### config.mk
export PLATFORM = sky130hd
export DESIGN_NAME = bin16_to_bcd_seq_flat
export DESIGN_NICKNAME = d
export VERILOG_FILES = /design/src/rtl/bin16_to_bcd_pkg.sv /design/src/rtl/bin16_to_bcd_seq_if.sv /design/src/rtl/bcd_digit_adj.sv /design/src/rtl/bin16_to_bcd_seq.sv /design/src/flat_wrapper.sv
export SDC_FILE = /design/constraint.sdc
export NUM_CORES = 1
export LEC_CHECK = 0
export CAP_MARGIN = 10
export CORE_MARGIN = 3
export CORE_UTILIZATION = 45
export CTS_CLUSTER_SIZE = 8
export DETAILED_ROUTE_END_ITERATION = 16
export PLACE_DENSITY = 0.69
export SYNTH_ARGS = -nofsm -noshare
export SYNTH_HDL_FRONTEND = slang
export SYNTH_HIERARCHICAL = 1
export SYNTH_SLANG_ARGS = --single-unit
### constraint.sdc
create_clock -name CLK100MHZ -period 2.4 [get_ports CLK100MHZ]
set_clock_uncertainty 0.2 [all_clocks]
set_input_delay 0.24 -clock CLK100MHZ [delete_from_list [all_inputs] [get_ports CLK100MHZ]]
set_output_delay 0.24 -clock CLK100MHZ [all_outputs]
set_load 0.005 [all_outputs]
### src/rtl/bin16_to_bcd_pkg.sv
// Shared types and constants for the sequential binary-to-BCD converter.
package bin16_to_bcd_pkg;

  typedef enum logic [1:0] {
    IDLE,
    SHIFT,
    DONE
  } state_e;

  localparam logic [3:0] BCD_ADD3_THRESH = 4'd5;
  localparam logic [3:0] BCD_ADD3        = 4'd3;

  // Smallest digit count whose decimal range covers 2^bin_w - 1.
  function automatic int unsigned min_digits(input int unsigned bin_w);
    longint unsigned max_v;
    longint unsigned pow10;
    int unsigned     d;
    max_v = (64'd1 << bin_w) - 64'd1;
    pow10 = 64'd1;
    d     = 0;
    for (int unsigned i = 0; i < 20; i++) begin
      if (pow10 <= max_v) begin
        pow10 = pow10 * 64'd10;
        d     = d + 1;
      end
    end
    return d;
  endfunction

endpackage

### src/rtl/bin16_to_bcd_seq_if.sv
// Start/busy/done handshake and result bus between the counter and the display stage.
interface bin16_to_bcd_seq_if #(
  parameter int unsigned BIN_W  = 16,
  parameter int unsigned DIGITS = 5
);
  logic                  start;
  logic [BIN_W-1:0]      bin_in;
  logic                  busy;
  logic                  done;
  logic [4*DIGITS-1:0]   bcd_out;
  logic [DIGITS-1:0]     lz_mask;

  modport master (
    output start, bin_in,
    input  busy, done, bcd_out, lz_mask
  );

  modport slave (
    input  start, bin_in,
    output busy, done, bcd_out, lz_mask
  );
endinterface

### src/rtl/bcd_digit_adj.sv
// One BCD column correction: add 3 when the nibble is 5 or more, before the shift.
module bcd_digit_adj
  import bin16_to_bcd_pkg::*;
(
  input  logic [3:0] digit_i,
  output logic [3:0] digit_o
);

  // Combinational add-3 correction.
  always_comb begin
    digit_o = (digit_i >= BCD_ADD3_THRESH) ? (digit_i + BCD_ADD3) : digit_i;
  end

endmodule

### src/rtl/bin16_to_bcd_seq.sv
// Sequential double-dabble converter: one input bit per clock, registered BCD and leading-zero mask.
module bin16_to_bcd_seq
  import bin16_to_bcd_pkg::*;
#(
  parameter int unsigned BIN_W  = 16,
  parameter int unsigned DIGITS = 5
) (
  input  logic               CLK100MHZ,
  input  logic               RST,
  bin16_to_bcd_seq_if.slave  io
);

  localparam int unsigned         SW     = 4 * DIGITS;
  localparam int unsigned         CW     = $clog2(BIN_W + 1);
  localparam logic [DIGITS-1:0]   LZ_RST = ~DIGITS'(1);

  if (DIGITS < min_digits(BIN_W)) begin : g_bad_params
    $error("bin16_to_bcd_seq: DIGITS too small for BIN_W");
  end

  state_e              state_q,   state_d;
  logic [BIN_W-1:0]    shift_q,   shift_d;
  logic [SW-1:0]       scratch_q, scratch_d;
  logic [CW-1:0]       cnt_q,     cnt_d;
  logic [SW-1:0]       bcd_q,     bcd_d;
  logic [DIGITS-1:0]   lz_q,      lz_d;
  logic [SW-1:0]       adj;

  for (genvar g = 0; g < DIGITS; g++) begin : g_adj
    bcd_digit_adj u_adj (
      .digit_i (scratch_q[4*g +: 4]),
      .digit_o (adj[4*g +: 4])
    );
  end

  // Digit i (i >= 1) is blank when it and every higher digit are zero; units never blank.
  function automatic logic [DIGITS-1:0] lz_of(input logic [SW-1:0] v);
    logic              hz;
    logic [DIGITS-1:0] r;
    int unsigned       idx;
    hz = 1'b1;
    r  = '0;
    for (int unsigned k = 0; k + 1 < DIGITS; k++) begin
      idx    = DIGITS - 1 - k;
      hz     = hz && (v[4*idx +: 4] == 4'd0);
      r[idx] = hz;
    end
    return r;
  endfunction

  // Next-state logic: capture on start, correct-then-shift in SHIFT, publish result on the last bit.
  always_comb begin
    state_d   = state_q;
    shift_d   = shift_q;
    scratch_d = scratch_q;
    cnt_d     = cnt_q;
    bcd_d     = bcd_q;
    lz_d      = lz_q;
    case (state_q)
      IDLE: begin
        if (io.start) begin
          shift_d   = io.bin_in;
          scratch_d = '0;
          cnt_d     = CW'(BIN_W);
          state_d   = SHIFT;
        end
      end
      SHIFT: begin
        {scratch_d, shift_d} = {adj, shift_q} << 1;
        cnt_d                = cnt_q - 1'b1;
        if (cnt_q == CW'(1)) begin
          bcd_d   = scratch_d;
          lz_d    = lz_of(scratch_d);
          state_d = DONE;
        end
      end
      DONE:    state_d = IDLE;
      default: state_d = IDLE;
    endcase
  end

  // State and datapath registers with synchronous reset.
  always_ff @(posedge CLK100MHZ) begin
    if (RST) begin
      state_q   <= IDLE;
      shift_q   <= '0;
      scratch_q <= '0;
      cnt_q     <= '0;
      bcd_q     <= '0;
      lz_q      <= LZ_RST;
    end else begin
      state_q   <= state_d;
      shift_q   <= shift_d;
      scratch_q <= scratch_d;
      cnt_q     <= cnt_d;
      bcd_q     <= bcd_d;
      lz_q      <= lz_d;
    end
  end

  assign io.busy    = (state_q == SHIFT);
  assign io.done    = (state_q == DONE);
  assign io.bcd_out = bcd_q;
  assign io.lz_mask = lz_q;

endmodule

### src/flat_wrapper.sv
// flat-port wrapper written by rule: the top's interface ports become plain ports
module bin16_to_bcd_seq_flat import bin16_to_bcd_pkg::*;
#(
  parameter int unsigned BIN_W  = 16,
  parameter int unsigned DIGITS = 5
)
  (CLK100MHZ, RST, io_start, io_bin_in, io_busy, io_done, io_bcd_out, io_lz_mask);
  bin16_to_bcd_seq_if #(.BIN_W(BIN_W), .DIGITS(DIGITS)) io_i ();
  input  logic CLK100MHZ;
  input  logic RST;
  input wire logic [$bits(io_i.start)-1:0] io_start;
  input wire logic [$bits(io_i.bin_in)-1:0] io_bin_in;
  output wire logic [$bits(io_i.busy)-1:0] io_busy;
  output wire logic [$bits(io_i.done)-1:0] io_done;
  output wire logic [$bits(io_i.bcd_out)-1:0] io_bcd_out;
  output wire logic [$bits(io_i.lz_mask)-1:0] io_lz_mask;
  assign io_i.start = io_start;
  assign io_i.bin_in = io_bin_in;
  assign io_busy = io_i.busy;
  assign io_done = io_i.done;
  assign io_bcd_out = io_i.bcd_out;
  assign io_lz_mask = io_i.lz_mask;
  bin16_to_bcd_seq #(.BIN_W(BIN_W), .DIGITS(DIGITS)) u_core (.CLK100MHZ(CLK100MHZ), .RST(RST), .io(io_i));
endmodule
# Yosys cells after proc, flatten, opt, wreduce, memory -nomap -nowiden
# Cells that the tools add are included.
[totals]
output_inout_bits = 27
ff_bits = 67
in_bits = 19
word_cells = 48
[classes]
order_cmp = 5
mux = 14
add_sub_neg = 6
n_eq_ne = 5
reduce_logical = 12
[ops]
columns = ["op", "n"]
rows = [
  ["$pmux W20 S2", 1],
  ["$pmux W16 S2", 1],
  ["$ge A4 B3 Y1 const B", 5],
  ["$mux W20", 1],
  ["$add A4 B2 Y4 const B", 4],
  ["$logic_not A4 Y1", 4],
  ["$mux W16", 1],
  ["$mux W4", 4],
  ["$pmux W5 S2", 1],
  ["$reduce_and A2 Y1", 3],
  ["$eq A5 B1 Y1 const B", 1],
  ["$mux W5", 1],
  ["$sub A5 B1 Y5 const B", 1],
  ["$mux W2", 2],
  ["$pmux W2 S2", 1],
  ["$add A3 B2 Y3 const B", 1],
  ["$logic_and A1 B1 Y1", 3],
  ["$mux W3", 1],
  ["$eq A2 B1 Y1 const B", 1],
  ["$eq A2 B2 Y1 const B", 1],
  ["$logic_not A2 Y1", 1],
  ["$ne A2 B1 Y1 const B", 1],
  ["$ne A2 B2 Y1 const B", 1],
  ["$reduce_bool A2 Y1", 1],
]

# Longest topological paths before layout
# Gate-level depths: netlist (run 1).
[logic_depth]
ltp_word = 6
ltp_mapped = 9
ltp_nobuf = 9

# By module
# Netlist (run 1), hierarchy kept.
[by_module_without_submodules]
columns = ["module", "area_per_inst_um2", "seq_area_each_um2", "n_inst", "cells_per_inst"]
rows = [
  ["bin16_to_bcd_seq", 2407.3, 1341.3, 1, 264],
  ["bcd_digit_adj", 101.3, 0.0, 5, 16],
]

# Least setup slack after synthesis (run 1)
# No wires, ideal clock.
[synth_timing]
kind = "register to register"
startpoint = "register u_core.scratch_q[13]"
endpoint = "register u_core.lz_q[3] (netlist: u_core/io.lz_mask[3])"
required_time_ns = 2.080
setup_ns = 0.120
n_path_buf = 0
t_arrival_ns = 1.648
path_slack_ns = 0.432
path_stages_with_launch = 9
path_cell_list = "dfxtp_1 > inv_1 > ha_1 > nand2b_1 > a21oi_2 > mux2i_1 > nor4_1 > and3_1 > a211o_1"
[synth_via]
elab_chain_cells = 4
[synth_rtl]
columns = ["element", "line_no", "source"]
rows = [
  ["from (decl)", "bin16_to_bcd_seq.sv:23", "logic [SW-1:0] scratch_q, scratch_d;"],
  ["from (signal assigned)", "bin16_to_bcd_seq.sv:94", "scratch_q <= scratch_d;"],
  ["$add A4 B2 Y4 / $ge A4 B3 Y1 (equally long branches)", "bcd_digit_adj.sv:11", "digit_o = (digit_i >= BCD_ADD3_THRESH) ? (digit_i + BCD_ADD3) : digit_i;"],
  ["$mux W4 *", "bcd_digit_adj.sv:11", ""],
  ["via u_core.adj[13]", "bin16_to_bcd_seq.sv:27", "logic [SW-1:0] adj;"],
  ["$logic_not A4 Y1 *", "bin16_to_bcd_seq.sv:45", "hz = hz && (v[4*idx +: 4] == 4'd0);"],
  ["$logic_and A1 B1 Y1 *", "bin16_to_bcd_seq.sv:45", ""],
  ["to (signal assigned)", "bin16_to_bcd_seq.sv:97", "lz_q <= lz_d;"],
  ["to (decl)", "bin16_to_bcd_seq.sv:26", "logic [DIGITS-1:0] lz_q, lz_d;"],
]
# Mark *: on every way through the listed nets, which the timed path passes. The rest lies on a longest branch.
# A chain may end at the register's enable or synchronous reset.

# Worst setup path in the final report (run 1)
[layout_timing]
startpoint = "register u_core.state_q[1]"
endpoint = "output port io_busy"
[layout_via]
elab_chain_cells = 1
[layout_rtl]
columns = ["element", "line_no", "source"]
rows = [
  ["from (decl)", "bin16_to_bcd_seq.sv:21", "state_e state_q, state_d;"],
  ["from (signal assigned)", "bin16_to_bcd_seq.sv:92", "state_q <= state_d;"],
  ["$eq A2 B1 Y1", "bin16_to_bcd_seq.sv:101", "assign io.busy = (state_q == SHIFT);"],
  ["to (decl)", "flat_wrapper.sv:13", "output wire logic [$bits(io_i.busy)-1:0] io_busy;"],
]
# Every way passes these cells.

==> flow_metrics.py, run 1 <==
metrics = {
    "grt": {
        "grt_usage_pct": 17.92,
        "grt_pass1_vias": 2333,
        "grt_max_degree": 34,
        "grt_pass1_wl_um": 10540,
        "antenna_found_initial": 0,
        "grt_overflow": 0,
    },
    "clock_tree": {
        "cts_hold_buf": 0,
        "cts_tree": "done",
        "cts_num_sinks": 67,
        "cts-root-buf": "clkbuf_8",
        "cts_buffers": 9,
        "clockBufferDepth": 2,
        "htreeDepth": 3,
        "clk_latency_ps": 340,
        "clkTransAtPathRegs_ps": 70,
    },
    "routing": {
        "dr.pass1.iters": 4,
        "wl_per_cell_um": 13.09,
        "vias": 2451,
        "wl_met2_um": 3014,
        "highest_layer": "met4",
        "drt_wl_total_um": 6114,
        "final_antenna_net_count": 0,
        "wl_met3_um": 316,
        "avgViaCountPerCell": 5.248,
        "drt_first_iter_violations": 86,
        "drc": 0,
        "wl_met1_um": 2713,
    },
    "final_layout": {
        "final_nets": 418,
        "fillCellCount": 558,
        "n_antenna_cell": 0,
        "drive_gt1_share_pct": 9.439,
        "final_cell_mix": "nand2_1 (78), dfxtp_1 (67), clkdlybuf4s50_1 (44)",
        "fin_util_pct": 60.61,
        "layout_commonest_cell": "nand2_1",
        "syn_to_final_growth_pct": 26.93,
        "fin_cells": 467,
    },
    "floorplanning": {
        "initial_core_util_pct": 47.75,
        "core_area_mm2": 0.006061,
        "die_width_um": 86.20,
        "io_pins": 46,
        "rows": 28,
        "die_h_um": 86.20,
        "die-area_mm2": 0.007430,
    },
    "place": {
        "dpl_worst_slack_ps": 229.7,
        "post-place-cells": 451,
        "finalWeightedCongestion": 0.7790,
        "io_buffers": 44,
        "dp_hpwl_um": 4223,
    },
    "sta": {
        "fmax_mhz": 459.1,
        "setup_tns_ps": 0,
        "hold_violations": 0,
        "setup_violations": 0,
        "final_max_slew_viol_count": 0,
        "fin_ws_ps": 221.7,
        "hold_slack_ps": 244.5,
        "fin_crit_ps": 2178,
        "rsz0062_at_grt": "no",
        "finalCritPeriodShare_pct": 90.76,
    },
    "synthesis": {
        "yosys_warnings": 6,
        "netlist_area_mm2": 0.002894,
        "syn_inst": 340,
        "synth_area_per_cell_um2": 8.512,
        "synth_nets": 371,
    },
    "worst_setup_path": {
        "start_kind": "flip-flop",
        "worst_ep_required_time_ps": 1960,
        "startpoint": "u_core/state_q[1]$_SDFFE_PP0P_",
        "path_class": "flip-flop to output port",
        "worstPathArrival_ps": 1740,
        "critPathSlowestCell": "clkdlybuf4s50_1",
        "worstSetupEndpointType": "output port",
        "cp_max_fo": 10,
        "rr_startpoint": "u_core/scratch_q[12]$_SDFFE_PP0P_",
        "cp_cell_sequence": "nand2b_1, inv_1, clkdlybuf4s50_1",
        "cpPeakStageDelay_ps": 580,
    },
    "power": {
        "power_density_mw_per_mm2": 642.7,
        "vdd_drop_max_mv": 0.5298,
        "power_leakage_nw": 1.403,
    },
    "flow_run": {
        "maxCapViolCount": 0,
    },
    "worst_hold_path": {
        "hp-class": "primary input to flip-flop",
        "min_from": "io_bin_in[0]",
    },
    "outcome": {
        "status": "finished clean",
    },
}
-- layer usage --
metal / up-vias / global-route usage (%)
met5: - / 0
met1: 1132 / 20.14
met3: 8 / 6.654
met4: 0 / 5.524
li1: 1257 / -
met2: 54 / 31.53
-- registers in the layout, indices dropped and copies added, names as in the netlist --
name,flops
u_core/scratch_q,20
u_core/state_q,2
u_core/cnt_q,5
u_core/shift_q,16
u_core/io.lz_mask,4
u_core/io.bcd_out,20
-- through the flow --
| step | area [um^2] | power (mW) |
|---|---|---|
| 5_1_grt | 3674 | 2.473 |
| 4_1_cts | 3667 | 2.399 |
| 2_1_floorplan | 2894 | 1.316 |
| 3_3_place_gp | 3453 | 1.398 |
| 3_5_place_dp | 3453 | 1.404 |
| 6_report | 3674 | 2.361 |
-- layout make-up --
cell class                      instances  area, um^2  share of cell area, %
Tap cell                               75       93.84                  2.554
Clock buffer                           13       168.9                  4.598
Clock inverter                          3       45.04                  1.226
Timing Repair Buffer                   57       550.5                  14.99
Sequential cell                        67        1341                  36.51
Multi-Input combinational cell        238        1421                  38.69
Inverter                               14       52.55                  1.431
-- worst max-delay path, delay by kind of cell (launching register included) --
family	cells	cell delay (ps)
buf+inv	2	880
flops	1	330
simple gates	1	200
-- path summary, 6_finish.rpt --
check | end | slack (ps) | depth (start not counted)
worst max register to register | u_core/io.lz_mask[1]$_SDFFE_PP1P_ | 250 | 9
worst min register to register | u_core/io.bcd_out[13]$_SDFFE_PP0P_ | 250 | 2
worst max-delay path | io_busy | 220 | 3
worst min-delay path | u_core/shift_q[0]$_SDFFE_PP0P_ | 240 | 3
-- what timing repair did --
| action | 4_1_cts | 5_1_grt |
|---|---|---|
| endpoints found under the setup margin | 0 | 1 |
| setup buffers | 0 | 0 |
| resized for setup | 0 | 1 |
-- power by group --
group          internal (mW)  total, mW  switching (mW)
clock network          0.565      0.985           0.419
logic                 0.0952      0.207           0.112
registers               1.15       1.17          0.0231
total                   1.81       2.36           0.555
Note: power is estimated with default switching activity, not from simulation.
==> inputs of run 2 (changes only) <==
--- a/config.mk
+++ b/config.mk
@@ -10,6 +10,7 @@
 export CORE_UTILIZATION = 45
 export CTS_CLUSTER_SIZE = 8
 export DETAILED_ROUTE_END_ITERATION = 16
+export GPL_TIMING_DRIVEN = 0
 export PLACE_DENSITY = 0.69
 export SYNTH_ARGS = -nofsm -noshare
 export SYNTH_HDL_FRONTEND = slang
==> constraint.sdc (replaced) <==
create_clock -name CLK100MHZ -period 2.4 [get_ports CLK100MHZ]
set_clock_uncertainty 0.2 [all_clocks]
set_input_delay 0.48 -clock CLK100MHZ [delete_from_list [all_inputs] [get_ports CLK100MHZ]]
set_output_delay 0.48 -clock CLK100MHZ [all_outputs]
set_load 0.005 [all_outputs]
==> run 2 against run 1 <==
- combinational power is essentially flat
- sequential power hardly changed
- global-route usage down 0.42 points
- critical path depth is 2 higher
- cell area is 1.3% lower
- non-clock buffer count is 8 higher
- total power decreased by 6.6%
- sequential share of layout area rose by 0.47 points
- die area did not move
- worst setup slack worse by 130 ps
- largest cell class unchanged
- largest power group unchanged
==> flow_metrics.py, run 2 (synthesized netlist as in run 1, its figures left out) <==
metrics = {
    "outcome": {
        "status": "finished clean",
    },
    "sta": {
        "setup_violations": 0,
        "fin_crit_ps": 2309,
        "finalCritPeriodShare_pct": 96.22,
        "worst_pin_slew_ps": 641.5,
        "final_max_slew_viol_count": 0,
        "fmax_mhz": 433.1,
        "setup_tns_ps": 0,
        "hold_violations": 0,
        "rsz0062_at_grt": "no",
        "fin_ws_ps": 90.83,
        "slew_headroom_pct": 57.14,
    },
    "routing": {
        "avgViaCountPerCell": 5.234,
        "drt_wl_total_um": 6139,
        "wl_per_cell_um": 12.92,
        "dr.pass1.iters": 4,
        "final_antenna_net_count": 0,
        "drt_first_iter_violations": 124,
        "drc": 0,
        "vias": 2486,
    },
    "grt": {
        "grt_overflow": 0,
        "antenna_found_initial": 0,
        "grt_pass1_wl_um": 10290,
        "grt_usage_pct": 17.50,
        "grt_pass1_vias": 2291,
        "grt_max_degree": 19,
    },
    "worst_setup_path": {
        "path_class": "flip-flop to output port",
        "cpPeakStageDelay_ps": 490,
        "r2r_cells": 9,
        "worstSetupEndpointType": "output port",
        "cp_max_fo": 10,
        "critPathSlowestCell": "clkdlybuf4s50_1",
        "worstPathArrival_ps": 1630,
        "worst_ep_required_time_ps": 1720,
        "cp_cell_sequence": "nand2b_1, buf_2, inv_2, buf_8, clkdlybuf4s50_1",
        "start_kind": "flip-flop",
        "rr_endpoint": "u_core/io.lz_mask[1]$_SDFFE_PP1P_",
        "rr_startpoint": "u_core/scratch_q[17]$_SDFFE_PP0P_",
        "rrSetupSlack_ps": 220,
    },
    "power": {
        "power_leakage_nw": 1.384,
        "vdd_drop_max_mv": 0.3320,
        "power.internal_mw": 1.669,
        "power_density_mw_per_mm2": 607.9,
        "netSwitchingPower_mw": 0.5362,
        "p_sw_share_pct": 24.32,
        "combPwrFrac_pct": 9.5,
        "clkPwrFrac_pct": 37.5,
        "seqPwrFrac_pct": 53.0,
    },
    "final_layout": {
        "layout_commonest_cell": "nand2_1",
        "final_cell_mix": "nand2_1 (78), dfxtp_1 (67), clkdlybuf4s50_1 (44)",
        "fillCellCount": 588,
        "final_nets": 426,
        "drive_gt1_share_pct": 8.500,
        "n_antenna_cell": 0,
        "final_cell_area_mm2": 0.003627,
        "fin_cells": 475,
        "syn_to_final_growth_pct": 25.34,
    },
    "clock_tree": {
        "clkTransAtPathRegs_ps": 70,
        "cts_buffers": 9,
        "clk_latency_ps": 330,
        "htreeDepth": 3,
        "clockBufferDepth": 2,
        "cts-root-buf": "clkbuf_8",
        "cts_hold_buf": 0,
        "cts_num_sinks": 67,
        "cts_tree": "done",
    },
    "floorplanning": {
        "io_pins": 46,
        "die-area_mm2": 0.007430,
        "rows": 28,
        "core_area_mm2": 0.006061,
        "die_h_um": 86.20,
        "initial_core_util_pct": 47.75,
        "die_width_um": 86.20,
    },
    "place": {
        "dp_hpwl_um": 4360,
        "dpl_cell_area_mm2": 0.003428,
        "dpl_worst_slack_ps": -122.9,
        "io_buffers": 44,
        "post-place-cells": 459,
        "finalWeightedCongestion": 0.8275,
    },
    "flow_run": {
        "maxCapViolCount": 0,
    },
    "worst_hold_path": {
        "min_from": "u_core/io.bcd_out[15]$_SDFFE_PP0P_",
        "hp-class": "flip-flop to flip-flop",
        "holdPathEnd": "u_core/io.bcd_out[15]$_SDFFE_PP0P_",
        "holdPathStages": 2,
    },
}
-- run 2: cell types whose count changed in the layout (fill, tap and decap cells not counted), sizes merged --
cell	change
buf	-1
clkinv	+2
bufinv	-1
clkinvlp	-2
clkbuf	+10
-- run 2: worst max-delay path, delay by kind of cell, from the launching register on --
kind,cells,cell delay (ps)
flip-flops,1,320
AND/OR/NAND/NOR,1,130
buffers and inverters,4,860
-- run 2: timing repair --
| action | 4_1_cts | 5_1_grt |
|---|---|---|
| pin swaps | 0 | 0 |
| setup endpoints to repair | 1 | 3 |
| gates cloned | 0 | 0 |
| resized for setup | 3 | 3 |
| buffers inserted | 1 | 0 |
-- run 2: cell type report --
class | instances | area (um^2) | area share, %
flip-flops and latches | 67 | 1341 | 36.98
well taps | 75 | 93.84 | 2.587
clock buffers | 14 | 162.7 | 4.484
inverters | 14 | 52.55 | 1.449
clock inverters | 2 | 10.01 | 0.2760
repair buffers | 45 | 447.9 | 12.35
multi-input cells | 238 | 1418 | 39.08
plain buffers | 20 | 101.3 | 2.794
-- run 2: metal layers --
layer,vias to the layer above,share of wire (%),GRT usage (%)
li1,1278,-,-
met1,1143,48,22.35
met2,54,46,27.68
met3,11,4.7,4.658
met4,0,1.9,8.074
met5,-,0,0
-- run 2: how the worst max path moves through the flow --
stage | startpoint | to | cells past startpoint
4_1_cts | u_core/state_q[1]$_SDFFE_PP0P_ | io_busy | 5
2_1_floorplan | u_core/scratch_q[13]$_SDFFE_PP0P_ | u_core/io.lz_mask[3]$_SDFFE_PP1P_ | 8
6_report | u_core/state_q[1]$_SDFFE_PP0P_ | io_busy | 5
3_3_place_gp | u_core/state_q[1]$_SDFFE_PP0P_ | io_busy | 6
5_1_grt | u_core/state_q[1]$_SDFFE_PP0P_ | io_busy | 5
3_5_place_dp | u_core/state_q[1]$_SDFFE_PP0P_ | io_busy | 6
-- run 2: power groups by stage --
| stage | registers (mW) | logic, mW | clock network (mW) |
|---|---|---|---|
| 2_1_floorplan | 1.19 | 0.128 | 0 |
| 3_5_place_dp | 1.19 | 0.204 | 0 |
| 3_3_place_gp | 1.19 | 0.200 | 0 |
| 4_1_cts | 1.17 | 0.211 | 0.847 |
| 5_1_grt | 1.17 | 0.233 | 0.907 |
| 6_report | 1.17 | 0.210 | 0.827 |
-- run 2: stage by stage --
step | hold slack (ps) | util, % | power, mW
6_report | 252.1 | 59.85 | 2.205
5_1_grt | 267.0 | 59.85 | 2.312
4_1_cts | 254.9 | 59.64 | 2.227
3_5_place_dp | 245.6 | 56.56 | 1.398
3_3_place_gp | 242.2 | 56.56 | 1.393
2_1_floorplan | 236.8 | - | 1.316
==> inputs of run 3 (changes only) <==
--- a/config.mk
+++ b/config.mk
@@ -12,6 +12,7 @@
 export DETAILED_ROUTE_END_ITERATION = 16
 export GPL_TIMING_DRIVEN = 0
 export PLACE_DENSITY = 0.69
+export SLEW_MARGIN = 0
 export SYNTH_ARGS = -nofsm -noshare
 export SYNTH_HDL_FRONTEND = slang
 export SYNTH_HIERARCHICAL = 1
==> results of run 3 <==
Final layout, timing and power as in run 2 (identical DEF).
